$ cat config.mk
export PLATFORM = sky130hd
export DESIGN_NAME = mac_dot_sched_flat
export DESIGN_NICKNAME = d
export VERILOG_FILES = /design/src/rtl/mac_dot_sched_pkg.sv /design/src/rtl/mac_dot_sched_if.sv /design/src/rtl/mac_dot_sched_rr_arb2.sv /design/src/rtl/mac_dot_sched.sv /design/src/flat_wrapper.sv
export SDC_FILE = /design/constraint.sdc
export NUM_CORES = 1
export LEC_CHECK = 0
export ABC_AREA = 1
export BUFFER_PORTS_ARGS = -buffer_cell sky130_fd_sc_hd__buf_2
export CAP_MARGIN = 20
export CORE_MARGIN = 4
export CORE_UTILIZATION = 40
export CTS_CLUSTER_DIAMETER = 40
export DETAILED_ROUTE_END_ITERATION = 10
export PLACE_DENSITY = 0.68
export SETUP_SLACK_MARGIN = 0.5
export SKIP_CTS_REPAIR_TIMING = 1
export SYNTH_ARGS = -nofsm -noshare
export SYNTH_HDL_FRONTEND = slang
export SYNTH_SLANG_ARGS = --single-unit
$ cat constraint.sdc
create_clock -name clk -period 4.15 [get_ports clk]
set_input_delay 0.6225 -clock clk [delete_from_list [all_inputs] [get_ports clk]]
set_output_delay 0.6225 -clock clk [all_outputs]
set_load 0.03 [all_outputs]
$ cat src/rtl/mac_dot_sched_pkg.sv
// Shared types and constants for the dot-product scheduler that time-shares one MAC.
package mac_sched_pkg;

    localparam int OP_W  = 12;
    localparam int RES_W = 24;

    typedef logic signed [OP_W-1:0]  operand_t;
    typedef logic signed [RES_W-1:0] result_t;

    localparam result_t FMAX = {1'b0, {(RES_W-1){1'b1}}};
    localparam result_t FMIN = {1'b1, {(RES_W-1){1'b0}}};

    typedef enum logic [2:0] {
        IDLE,
        CLEAR,
        STREAM,
        DRAIN,
        DONE
    } state_t;

    // The MAC clamps at either rail, so hitting a rail exactly means saturation.
    function automatic logic is_sat(input result_t v);
        return (v == FMAX) || (v == FMIN);
    endfunction

endpackage

$ cat src/rtl/mac_dot_sched_if.sv
// Bundle of requester, MAC and result-consumer signals around the scheduler.
interface mac_dot_sched_if import mac_sched_pkg::*; #(
    parameter int AW = OP_W,
    parameter int FW = RES_W
);
    logic [1:0]    req;
    logic [AW-1:0] a0;
    logic [AW-1:0] b0;
    logic [AW-1:0] a1;
    logic [AW-1:0] b1;
    logic [1:0]    in_valid;
    logic [1:0]    in_ready;
    logic [AW-1:0] mac_a;
    logic [AW-1:0] mac_b;
    logic          mac_valid_in;
    logic          mac_clr;
    logic [FW-1:0] mac_f;
    logic          mac_valid_out;
    logic [FW-1:0] res;
    logic          res_id;
    logic          res_sat;
    logic          res_valid;
    logic          res_ready;

    modport slave (
        input  req, a0, b0, a1, b1, in_valid, mac_f, mac_valid_out, res_ready,
        output in_ready, mac_a, mac_b, mac_valid_in, mac_clr,
               res, res_id, res_sat, res_valid
    );

    modport master (
        output req, a0, b0, a1, b1, in_valid, mac_f, mac_valid_out, res_ready,
        input  in_ready, mac_a, mac_b, mac_valid_in, mac_clr,
               res, res_id, res_sat, res_valid
    );
endinterface

$ cat src/rtl/mac_dot_sched_rr_arb2.sv
// Two-way round-robin arbiter: the requester that did not win last time has priority.
module rr_arb2 (
    input  logic [1:0] req,
    input  logic       last_grant,
    output logic       gnt,
    output logic       gnt_valid
);

    always_comb begin
        gnt_valid = |req;
        gnt       = req[~last_grant] ? ~last_grant : last_grant;
    end

endmodule

$ cat src/rtl/mac_dot_sched.sv
// Schedules VEC_LEN-beat dot-product jobs from two requesters onto a single shared MAC
// and holds each finished result until the consumer takes it.
module mac_dot_sched import mac_sched_pkg::*; #(
    parameter int VEC_LEN = 4,
    parameter int AW      = OP_W,
    parameter int FW      = RES_W
) (
    input logic            clk,
    input logic            reset,
    mac_dot_sched_if.slave bus
);

    localparam logic [7:0] LAST_BEAT = 8'(VEC_LEN - 1);
    localparam logic [7:0] ALL_DONE  = 8'(VEC_LEN);

    state_t        state_q, state_d;
    logic          gnt_q, gnt_d;
    logic          last_grant_q, last_grant_d;
    logic [7:0]    issue_cnt_q, issue_cnt_d;
    logic [7:0]    done_cnt_q, done_cnt_d;
    logic [AW-1:0] mac_a_q, mac_a_d;
    logic [AW-1:0] mac_b_q, mac_b_d;
    logic          mac_valid_in_q, mac_valid_in_d;
    logic [FW-1:0] res_q, res_d;
    logic          res_id_q, res_id_d;
    logic          res_sat_q, res_sat_d;
    logic          res_valid_q, res_valid_d;

    logic          arb_gnt;
    logic          arb_valid;
    logic          beat;
    logic [7:0]    done_inc;

    rr_arb2 u_arb (
        .req        (bus.req),
        .last_grant (last_grant_q),
        .gnt        (arb_gnt),
        .gnt_valid  (arb_valid)
    );

    always_comb begin
        state_d        = state_q;
        gnt_d          = gnt_q;
        last_grant_d   = last_grant_q;
        issue_cnt_d    = issue_cnt_q;
        done_cnt_d     = done_cnt_q;
        mac_a_d        = mac_a_q;
        mac_b_d        = mac_b_q;
        res_d          = res_q;
        res_id_d       = res_id_q;
        res_sat_d      = res_sat_q;
        res_valid_d    = res_valid_q;

        beat           = (state_q == STREAM) && bus.in_valid[gnt_q];
        done_inc       = done_cnt_q + {7'd0, bus.mac_valid_out};
        mac_valid_in_d = beat;
        if (beat) begin
            mac_a_d = gnt_q ? bus.a1 : bus.a0;
            mac_b_d = gnt_q ? bus.b1 : bus.b0;
        end

        // Completion pulses only count once the accumulator has been cleared for this job.
        unique case (state_q)
            IDLE: begin
                if (arb_valid) begin
                    gnt_d   = arb_gnt;
                    state_d = CLEAR;
                end
            end
            CLEAR: begin
                issue_cnt_d = '0;
                done_cnt_d  = '0;
                state_d     = STREAM;
            end
            STREAM: begin
                done_cnt_d = done_inc;
                if (beat) begin
                    issue_cnt_d = issue_cnt_q + 8'd1;
                    if (issue_cnt_q == LAST_BEAT) begin
                        state_d = DRAIN;
                    end
                end
            end
            DRAIN: begin
                done_cnt_d = done_inc;
                if (done_inc == ALL_DONE) begin
                    res_d       = bus.mac_f;
                    res_id_d    = gnt_q;
                    res_sat_d   = is_sat(result_t'(bus.mac_f));
                    res_valid_d = 1'b1;
                    state_d     = DONE;
                end
            end
            DONE: begin
                if (res_valid_q && bus.res_ready) begin
                    res_valid_d  = 1'b0;
                    last_grant_d = gnt_q;
                    state_d      = IDLE;
                end
            end
            default: state_d = IDLE;
        endcase
    end

    always_ff @(posedge clk) begin
        if (reset) begin
            state_q        <= IDLE;
            gnt_q          <= 1'b0;
            last_grant_q   <= 1'b1;
            issue_cnt_q    <= '0;
            done_cnt_q     <= '0;
            mac_a_q        <= '0;
            mac_b_q        <= '0;
            mac_valid_in_q <= 1'b0;
            res_q          <= '0;
            res_id_q       <= 1'b0;
            res_sat_q      <= 1'b0;
            res_valid_q    <= 1'b0;
        end else begin
            state_q        <= state_d;
            gnt_q          <= gnt_d;
            last_grant_q   <= last_grant_d;
            issue_cnt_q    <= issue_cnt_d;
            done_cnt_q     <= done_cnt_d;
            mac_a_q        <= mac_a_d;
            mac_b_q        <= mac_b_d;
            mac_valid_in_q <= mac_valid_in_d;
            res_q          <= res_d;
            res_id_q       <= res_id_d;
            res_sat_q      <= res_sat_d;
            res_valid_q    <= res_valid_d;
        end
    end

    always_comb begin
        bus.in_ready     = (state_q == STREAM) ? (gnt_q ? 2'b10 : 2'b01) : 2'b00;
        bus.mac_clr      = (state_q == CLEAR);
        bus.mac_a        = mac_a_q;
        bus.mac_b        = mac_b_q;
        bus.mac_valid_in = mac_valid_in_q;
        bus.res          = res_q;
        bus.res_id       = res_id_q;
        bus.res_sat      = res_sat_q;
        bus.res_valid    = res_valid_q;
    end

endmodule

$ cat src/flat_wrapper.sv
// flat-port wrapper written by rule: the top's interface ports become plain ports
module mac_dot_sched_flat import mac_sched_pkg::*;
#(
    parameter int VEC_LEN = 4,
    parameter int AW      = OP_W,
    parameter int FW      = RES_W
)
  (clk, reset, bus_req, bus_a0, bus_b0, bus_a1, bus_b1, bus_in_valid, bus_mac_f, bus_mac_valid_out, bus_res_ready, bus_in_ready, bus_mac_a, bus_mac_b, bus_mac_valid_in, bus_mac_clr, bus_res, bus_res_id, bus_res_sat, bus_res_valid);
  mac_dot_sched_if #(.AW(AW), .FW(FW)) bus_i ();
  input logic clk;
  input logic reset;
  input wire logic [$bits(bus_i.req)-1:0] bus_req;
  input wire logic [$bits(bus_i.a0)-1:0] bus_a0;
  input wire logic [$bits(bus_i.b0)-1:0] bus_b0;
  input wire logic [$bits(bus_i.a1)-1:0] bus_a1;
  input wire logic [$bits(bus_i.b1)-1:0] bus_b1;
  input wire logic [$bits(bus_i.in_valid)-1:0] bus_in_valid;
  input wire logic [$bits(bus_i.mac_f)-1:0] bus_mac_f;
  input wire logic [$bits(bus_i.mac_valid_out)-1:0] bus_mac_valid_out;
  input wire logic [$bits(bus_i.res_ready)-1:0] bus_res_ready;
  output wire logic [$bits(bus_i.in_ready)-1:0] bus_in_ready;
  output wire logic [$bits(bus_i.mac_a)-1:0] bus_mac_a;
  output wire logic [$bits(bus_i.mac_b)-1:0] bus_mac_b;
  output wire logic [$bits(bus_i.mac_valid_in)-1:0] bus_mac_valid_in;
  output wire logic [$bits(bus_i.mac_clr)-1:0] bus_mac_clr;
  output wire logic [$bits(bus_i.res)-1:0] bus_res;
  output wire logic [$bits(bus_i.res_id)-1:0] bus_res_id;
  output wire logic [$bits(bus_i.res_sat)-1:0] bus_res_sat;
  output wire logic [$bits(bus_i.res_valid)-1:0] bus_res_valid;
  assign bus_i.req = bus_req;
  assign bus_i.a0 = bus_a0;
  assign bus_i.b0 = bus_b0;
  assign bus_i.a1 = bus_a1;
  assign bus_i.b1 = bus_b1;
  assign bus_i.in_valid = bus_in_valid;
  assign bus_i.mac_f = bus_mac_f;
  assign bus_i.mac_valid_out = bus_mac_valid_out;
  assign bus_i.res_ready = bus_res_ready;
  assign bus_in_ready = bus_i.in_ready;
  assign bus_mac_a = bus_i.mac_a;
  assign bus_mac_b = bus_i.mac_b;
  assign bus_mac_valid_in = bus_i.mac_valid_in;
  assign bus_mac_clr = bus_i.mac_clr;
  assign bus_res = bus_i.res;
  assign bus_res_id = bus_i.res_id;
  assign bus_res_sat = bus_i.res_sat;
  assign bus_res_valid = bus_i.res_valid;
  mac_dot_sched #(.VEC_LEN(VEC_LEN), .AW(AW), .FW(FW)) u_core (.clk(clk), .reset(reset), .bus(bus_i));
endmodule
After elaboration in Yosys (flattened, before gate mapping)

Cells that the tools add are included.

Flip-flop bits (word level): 73
Latch bits: 0
RAM bits: 0
Bits in read-only memories: 0
Input port bits: 80
Word-level logic and storage cells: 66
Memories: 0

$add $sub $neg: 2
Multipliers: 0
Div/mod/pow operators: 0
$lt $le $gt $ge: 2
Eq/ne operators: 13
Shift-type cells: 0
Mux-type cells: 21
Bitwise logic cells: 1
Reductions and logical operators: 15

Operators with widths:

| cell                                                                         | count |
|---|---|
| 24-bit equality test, second input constant                                  | 2 |
| 8-bit case mux with 2 select lines                                           | 2 |
| 12-bit 2-to-1 mux                                                            | 2 |
| 3-bit 2-to-1 mux                                                             | 5 |
| 3-bit case mux with 5 select lines                                           | 1 |
| 8-bit by 1-bit adder with 8-bit output                                       | 1 |
| 8-bit by 1-bit adder with 8-bit output, second input constant                | 1 |
| 8-bit by 2-bit equality test with 1-bit output, second input constant        | 1 |
| 8-bit by 3-bit equality test with 1-bit output, second input constant        | 1 |
| 8-bit 2-to-1 mux                                                             | 1 |
| 2-bit by 1-bit inequality test with 1-bit output, second input constant      | 4 |
| 2-bit AND reduction                                                          | 4 |
| 1-bit 2-to-1 mux                                                             | 7 |
| 3-bit by 2-bit equality test with 1-bit output, second input constant        | 2 |
| 2-bit nonzero test                                                           | 3 |
| 5-bit AND reduction                                                          | 1 |
| 1-bit by 2-bit less-than comparator with 1-bit output, second input constant | 2 |
| 2-bit 2-to-1 mux                                                             | 2 |
| 2-bit OR reduction                                                           | 2 |
| 3-bit by 1-bit equality test with 1-bit output, second input constant        | 1 |
| 3-bit equality test, second input constant                                   | 1 |
| 3-bit logical NOT                                                            | 1 |
| 3-bit AND reduction                                                          | 1 |
| 1-bit logical AND                                                            | 2 |
| other kinds (4)                                                              | 4 |

Depth between registers and ports, before layout

Gate-level depths: netlist of run 1.

Word-level depth: 5
Depth in mapped cells: 12
Mapped depth without buffers: 12

Cells and area by module

Synthesis of run 1 repeated with hierarchy kept, for this count alone.

Cell total of the unflattened synthesis: 551
Area total of the unflattened synthesis: 3666.0 µm²

By module, submodules not included:

| module        | times used | cells each | area an instance (µm²) | seq. area each (µm²) |
|---|---|---|---|---|
| mac_dot_sched | 1          | 545        | 3641.0                 | 1461.4 |
| rr_arb2       | 1          | 6          | 25.0                   | 0.0 |

Worst setup path before layout of run 1

OpenSTA, ideal clock, no wires.

Kind: input to register
From: input bus_mac_valid_out
To: register u_core.res_q[10] (netlist: u_core.bus.res[10])
Setup time: 0.129 ns
Arrival: 1.977 ns
Required time: 4.021 ns
Path slack: 2.044 ns
Stages: 9
Path buffers: 1
Cell sequence: ha_1 -> ha_1 -> xor2_1 -> nand2_1 -> nor2_2 -> nand3_4 -> clkbuf_1 -> o21ai_0 -> a21oi_1

Longest elaborated chain between the ends: 3

Ends and longest elaborated chain:

| item                                           | line                 | source |
|---|---|---|
| start, declared                                | flat_wrapper.sv:19   | `input wire logic [$bits(bus_i.mac_valid_out)-1:0] bus_mac_valid_out;` |
| 8-bit by 1-bit adder with 8-bit output         | mac_dot_sched.sv:55  | `done_inc = done_cnt_q + {7'd0, bus.mac_valid_out};` |
| 8-bit by 3-bit equality test with 1-bit output | mac_dot_sched.sv:86  | `if (done_inc == ALL_DONE) begin` |
| 2-bit AND reduction (no source line)           | -                    |  |
| end signal, assigned                           | mac_dot_sched.sv:128 | `res_q <= res_d;` |
| end, declared                                  | mac_dot_sched.sv:24  | `logic [FW-1:0] res_q, res_d;` |

No other way between the ends.
A chain may end at the register's enable or synchronous reset.

Worst setup path after layout of run 1

From: input bus_mac_valid_out
To: register u_core.res_q[1] (netlist: u_core.bus.res[1])

The elaborated chain is that of the path after synthesis.

==> qor.txt, run 1 <==
status: finished, final reports clean
most frequent cells in the layout: buf_2 (134), nand2_1 (124), dfxtp_1 (73)
Layout area overhead: 27.7%
Netlist cell types: 37
first-pass GRT wire length: 14.5 mm
# DRC: 0
clock root cell: clkbuf_8
htree depth: 3
Critical Path Slowest Stage Cell: nor2_8
Reg clk slew, reported paths: 0.07 ns
fillers: 810
grt ovf: 0
final setup violation count: 0
Detailed Route Iter0 Violations: 80
Critical Path AT: 2.59 ns
max-slew violation count: 0
leak pwr: 1.94 nW
Peak VDD IR: 0.000271 V
# IOs: 135
final net count: 667
cell taking the most area after synthesis: dfxtp_1
Tmin final: 2.34 ns
GP Congestion: 0.803
Core Region: 8180 µm²
vias in the first global route: 3,286
Max-Cap Viols: 0
Yosys reg bits: 73
Die Ht: 99.6 µm
Die Width: 99.6 µm
Crit Path Category: in -> reg
initial antenna violation count: 0
Hold Fails Final Rpt: 0
Req. time, crit path: 4.40 ns
Worst-Margin Slew: 0.826 ns
dpl hpwl: 6.69 mm
Hold Startpoint: u_core.done_cnt_q[0]
Setup TNS: 0 ns
number of clock sinks: 73
post-synth net total: 542
clock latency at the later pin of the worst-skew pair: 0.33 ns
synthesized area per cell: 7.31 µm²
crit-path max FO: 27
# diodes: 0
cell area power density: 445 nW/µm²
HP Class: reg -> reg
Max-slew headroom: 0.449
DIE AREA: 9920 µm²
fin crit share: 0.563
sequential area share after synthesis: 0.435
Mapped Cells: 459
DR vias/cell: 5.09
top cells by area, synth: dfxtp_1 (44%), nand2_1 (14%), o21ai_0 (8.1%)
buffers added on ports: 134
crit-path max cell delay: 0.38 ns
Initial Util: 0.410
Worst R2R End: u_core.bus.res[1]
Pre-antenna DRT Iters: 4
worst-path cell chain: buf_2 > ha_1 > ha_1 > xor2_1 > nand2_1 > nor2_2 > nand3_4 > nor2_8 > nand2_1 > a21oi_1
drt total wl: 9.07 mm
Hold Path End: u_core.done_cnt_q[0]
largest net degree at the start of global routing: 41
Synth Cell Area: 3360 µm²
CP Launch Type: input port
Max Clock Freq: 0.428 GHz
most common cell after layout, fill and taps aside: buf_2
CP Capture Type: register
final core utilization: 0.524
Reg2Reg Depth: 9
layout cell share with drive strength beyond 1: 0.289
R2R Path Start: u_core.done_cnt_q[0]
CP bufs+invs: 1
CTS tree: yes
Total Routing Usage GR: 0.178
Yosys top cell area share: 0.435
delay-heaviest family, CP: simple AND/OR/NAND/NOR gates
site row count: 33
Synth warnings: 0
reg-to-reg setup timing slack: 1.89 ns
Hold Path Depth: 2
via count: 3,533
CTS buffer count: 9
antenna viol nets, final: 0
Max Root-Sink Buffers: 2
WL per Instance: 13.1 µm
Layout Skew: 0.00829 ns
unrepaired setup endpoints after global routing: false
-- cell usage after synthesis, drive strengths merged --
| cell | count |
|---|---|
| nand2 | 127 |
| dfxtp | 73 |
| o21ai | 56 |
| a21oi | 42 |
| nor2 | 35 |
| inv | 26 |
| a31oi | 25 |
| nand3 | 19 |
| clkbuf | 18 |
| nand4 | 8 |
| nor3 | 6 |
| nor3b | 4 |
| buf | 3 |
| ha | 3 |
| nor4 | 3 |
| xor2 | 2 |
| a211oi | 1 |
| and3 | 1 |
| clkinv | 1 |
| dlygate4sd1 | 1 |
| dlygate4sd3 | 1 |
| o21bai | 1 |
| o31ai | 1 |
| or2 | 1 |
| xnor2 | 1 |
-- flip-flops by register name, summed over array words and instances (netlist names), 3 cells and up --
signal and count:
u_core.bus.res 24, u_core.bus.mac_a 12, u_core.bus.mac_b 12, u_core.done_cnt_q 8, u_core.issue_cnt_q 8, u_core.state_q 3
-- cell type report --
| type | instances | area, µm² | share of cell area |
|---|---|---|---|
| Sequential cell | 73 | 1460 | 0.341 |
| Tap cell | 105 | 131 | 0.0306 |
| Clock inverter | 5 | 77.6 | 0.0181 |
| Inverter | 27 | 101 | 0.0236 |
| Clock buffer | 11 | 151 | 0.0353 |
| Multi-Input combinational cell | 336 | 1650 | 0.385 |
| Timing Repair Buffer | 137 | 713 | 0.166 |
-- per-layer routing --
metal	wire length, µm	GRT usage	up-vias
met1	4000	0.217	1587
met2	4140	0.298	140
met5	0	0	-
met3	795	0.0505	9
li1	-	-	1797
met4	123	0.0672	0
-- where the power goes --
part	switching (mW)	internal, mW	leakage [nW]
Sequential	0.0346	0.763	0.590
Clock	0.257	0.369	0.115
Combinational	0.338	0.144	1.24
-- kinds of logic after synthesis --
family                     count (synthesis)  share of synthesized area
adders and majority gates                  3                     0.0112
DFF                                       73                      0.435
AOI/OAI and AO/OA                        126                      0.201
and+or+nand+nor                          204                      0.272
xor gates and xnor gates                   3                    0.00783
buffers and inverters                     50                     0.0727
-- how the worst max path moves through the flow --
stage	start	end	cells after the start	slack (ns)
floorplan	bus_mac_valid_out	u_core.bus.res[10]	9	2.04
global placement	bus_mac_valid_out	u_core.bus.res[22]	10	1.57
detailed placement	bus_mac_valid_out	u_core.bus.res[1]	10	1.44
CTS	bus_mac_valid_out	u_core.bus.res[1]	10	1.79
global route	u_core.done_cnt_q[0]	u_core.bus.res[5]	10	1.62
finish	bus_mac_valid_out	u_core.bus.res[1]	10	1.81
-- worst register-to-register path, stage by stage, from the launching register on --
cell and delay (ns):
dfxtp_1 0.33, ha_1 0.19, ha_1 0.22, xor2_1 0.22, nand2_1 0.09, nor2_2 0.20, nand3_4 0.29, nor2_8 0.38
nand2_1 0.10, a21oi_1 0.16
-- through the flow --
step / setup WS (ns) / cell area [µm²] / total power, mW / hold WS (ns) / cells
after global routing: 1.62 / 4290 / 2.01 / 0.489 / 694
after floorplan: 2.04 / 3360 / 1.13 / 0.441 / 459
after detailed placement: 1.44 / 4060 / 1.30 / 0.464 / 678
after global placement: 1.57 / 4030 / 1.29 / 0.455 / 677
after CTS: 1.79 / 4290 / 1.93 / 0.476 / 694
final: 1.81 / 4290 / 1.91 / 0.469 / 694
(Power assumes the default switching activity.)
==> run 2, diff against run 1 <==
- ABC_AREA: 1 -> 0
- clock period: 4.15 -> 2.23 ns (I/O delays scaled with it)
==> run 2 against run 1 <==
Against the previous run:
- hold slack worse by 0.24 ns
- clock skew is 0.0046 ns higher
- critical path type is now reg -> reg
- first-iteration DRC count is 23% higher
- total power is 49% higher
- register-to-register slack worse by 1.6 ns
==> qor.txt, run 2 <==
Worst-Margin Slew: 0.422 ns (-0.403 ns)
fillers: 737 (-9.0%)
Initial Util: 0.415 (+0.00423)
Top Metal Used: met4
post-route cell area: 4910 µm² (+14%)
xor-xnor portion of the synthesized cell area: 0.0153 (+0.00752)
CTS buffer count: 9 (unchanged)
Max Clock Freq: 0.506 GHz
Layout Skew: 0.0129 ns (+0.00463 ns)
# DRC: 0 (unchanged)
buffers added on ports: 134 (unchanged)
leak pwr: 1.93 nW (-0.49%)
synthesized area per cell: 8.78 µm² (+20%)
Reg clk slew, reported paths: 0.08 ns (about the same)
# diodes: 0 (unchanged)
Die Ht: 101 µm (+0.93%)
Yosys top cell area share: 0.427 (-0.00875)
Max-slew headroom: 0.716 (+0.267)
ys async rst share: 0 (unchanged)
crit-path max FO: 10 (-63%)
Reg2Reg Depth: 9 (unchanged)
DR WL met2: 4.99 mm (+20%)
Core Region: 8260 µm² (+1.0%)
Critical Path AT: 2.20 ns (-0.39 ns)
synth cell count leaders: dfxtp_1 (73), nor2_1 (47), nand3_1 (31), a21oi_1 (30), o21ai_0 (27)
Hold Fails Final Rpt: 0 (unchanged)
Synth Flop Type: dfxtp_1
via count: 3,589 (+1.6%)
Peak VDD IR: 0.000308 V (+14%)
site row count: 33 (unchanged)
htree depth: 3 (unchanged)
DIE AREA: 10,100 µm² (+1.9%)
WL per Instance: 16.1 µm (+24%)
Setup TNS: 0 ns (unchanged)
crit path capture: u_core.bus.res[5]
Total Routing Usage GR: 0.177 (-0.00121)
max-slew violation count: 0 (unchanged)
Mapped Cells: 390 (-15%)
final core utilization: 0.594 (+0.0698)
Tmin final: 1.98 ns
most frequent cells in the layout: buf_2 (132), dfxtp_1 (67), nor2_1 (47)
fin crit share: 0.887
post-synth net total: 473 (-13%)
multiplexer share of the synthesized area: 0.0826 (+0.0826)
largest net degree at the start of global routing: 54 (+32%)
Netlist cell types: 51 (+38%)
Synth warnings: 0 (unchanged)
Synth Area in Simple Gates: 0.209 (-0.0636)
status: finished, final reports clean
unrepaired setup endpoints after global routing: true
first-pass GRT wire length: 14.4 mm (-0.90%)
HP Class: in -> reg
dpl hpwl: 6.56 mm (-2.0%)
CP Capture Type: register
complex-gate fraction of the synthesized area: 0.208 (+0.00730)
cell area power density: 578 nW/µm² (+30%)
vias in the first global route: 3,077 (-6.4%)
register area: 1470 µm² (+0.86%)
number of clock sinks: 73 (unchanged)
Post-synth EDFFs: 0 (unchanged)
met3 WL: 1.05 mm (+32%)
Layout area overhead: 43.3%
clock root cell: clkbuf_8
Req. time, crit path: 2.45 ns (-1.95 ns)
most frequent cell after synthesis: dfxtp_1
Max-Cap Viols: 0 (unchanged)
Max Root-Sink Buffers: 2 (unchanged)
GP Congestion: 0.797 (-0.70%)
clock latency at the later pin of the worst-skew pair: 0.34 ns (about the same)
top cells by area, synth: dfxtp_1 (43%), mux2i_1 (7.6%), a211oi_1 (5.3%)
Placed Area: 4300 µm² (+5.9%)
Worst R2R End: u_core.bus.res[5]
Detailed Route Iter0 Violations: 98 (+23%)
final setup violation count: 0 (unchanged)
adder-cell area share of the yosys netlist: 0.0110 (-0.000225)
grt ovf: 0 (unchanged)
most common cell after layout, fill and taps aside: buf_2
Die Width: 101 µm (+0.93%)
initial antenna violation count: 0 (unchanged)
Synth Cell Area: 3420 µm² (+2.1%)
# IOs: 135 (unchanged)
largest family of logic cells by synthesized area: simple AND/OR/NAND/NOR gates
reg-to-reg setup timing slack: 0.25 ns (-1.64 ns)
Pwr Total: 2.84 mW (+49%)
antenna viol nets, final: 0 (unchanged)
DR vias/cell: 5.54 (+8.8%)
Met1 Wirelength: 4.22 mm (+5.5%)
Yosys reg bits: 73 (unchanged)
placed insts: 606 (-11%)
Crit Path Category: reg -> reg
CP Launch Type: register
CTS tree: yes
area occupied by multi-input gates: 2100 µm² (+28%)
cell taking the most area after synthesis: dfxtp_1
sequential area share after synthesis: 0.427 (-0.00875)
max reg flops: 24 (unchanged)
Pre-antenna DRT Iters: 6 (+2)
crit path from: u_core.done_cnt_q[0]
layout cell share with drive strength beyond 1: 0.435 (+0.146)
R2R Path Start: u_core.done_cnt_q[0]
final net count: 622 (-6.7%)
Final Non-Filler Cells: 648 (-6.6%)
drt total wl: 10.5 mm (+15%)
[run 2: changes by cell type in the layout (fill, tap and decap cells not counted), moves of 23 or more]
cell / before / now
nand2_1: 124 / 10
o21ai_0: 54 / 4
mux2i_1: 0 / 26
a31oi_1: 25 / 1
buf_4: 2 / 26
a211oi_1: 1 / 24
o21ai_1: 2 / 25
[run 2: report_power, final]
part | total [mW] | internal, mW | switching [mW]
combinational | 0.553 | 0.219 | 0.334
sequential | 1.37 | 1.34 | 0.0293
clock | 0.909 | 0.426 | 0.483
total | 2.84 | 1.99 | 0.847
[run 2: worst min-delay path by stage]
stage / startpoint / end / cells past startpoint / slack, ns
3_5_place_dp: u_core.bus.res[2] / u_core.bus.res[2] / 2 / 0.47
5_1_grt: bus_res_ready / u_core.bus.res_valid / 2 / 0.23
3_3_place_gp: u_core.bus.res[22] / u_core.bus.res[22] / 2 / 0.46
2_1_floorplan: u_core.last_grant_q / u_core.last_grant_q / 1 / 0.44
4_1_cts: bus_res_ready / u_core.bus.res_valid / 2 / 0.21
6_report: bus_res_ready / u_core.bus.res_valid / 2 / 0.23
[run 2: routing by layer]
| metal | GRT usage | vias up |
|---|---|---|
| met4 | 0.0528 | 0 |
| met3 | 0.0644 | 26 |
| met5 | 0 | - |
| li1 | - | 1760 |
| met2 | 0.282 | 172 |
| met1 | 0.224 | 1631 |
[run 2: metrics by stage]
stage / hold WS (ns) / setup WS [ns]
floorplan: 0.435 / 0.408
global placement: 0.457 / -0.0219
detailed placement: 0.466 / -0.0687
CTS: 0.207 / 0.0212
global route: 0.230 / 0.163
finish: 0.227 / 0.252
[run 2: area by class of cell]
class | count | area share
clock buffers | 10 | 0.0281
clock inverters | 5 | 0.00663
inverters | 3 | 0.00230
multi-input cells | 285 | 0.429
flip-flops and latches | 73 | 0.300
well taps | 105 | 0.0268
repair buffers | 167 | 0.207
[run 2: cells by family after synthesis]
family                     Yosys count
AOI/OAI and AO/OA                  106
adders and majority gates            3
muxes                               28
xor gates and xnor gates             6
and+or+nand+nor                    138
buffers and inverters               36
DFF                                 73
[run 2: worst max-delay path, cell delays in order (launching register included)]
cell and delay (ns):
dfxtp_2 0.35, ha_4 0.17, ha_4 0.17, or3b_4 0.39, o31ai_4 0.09, buf_6 0.17
o311ai_4 0.11, buf_12 0.17, o21ai_1 0.15, a21oi_1 0.09
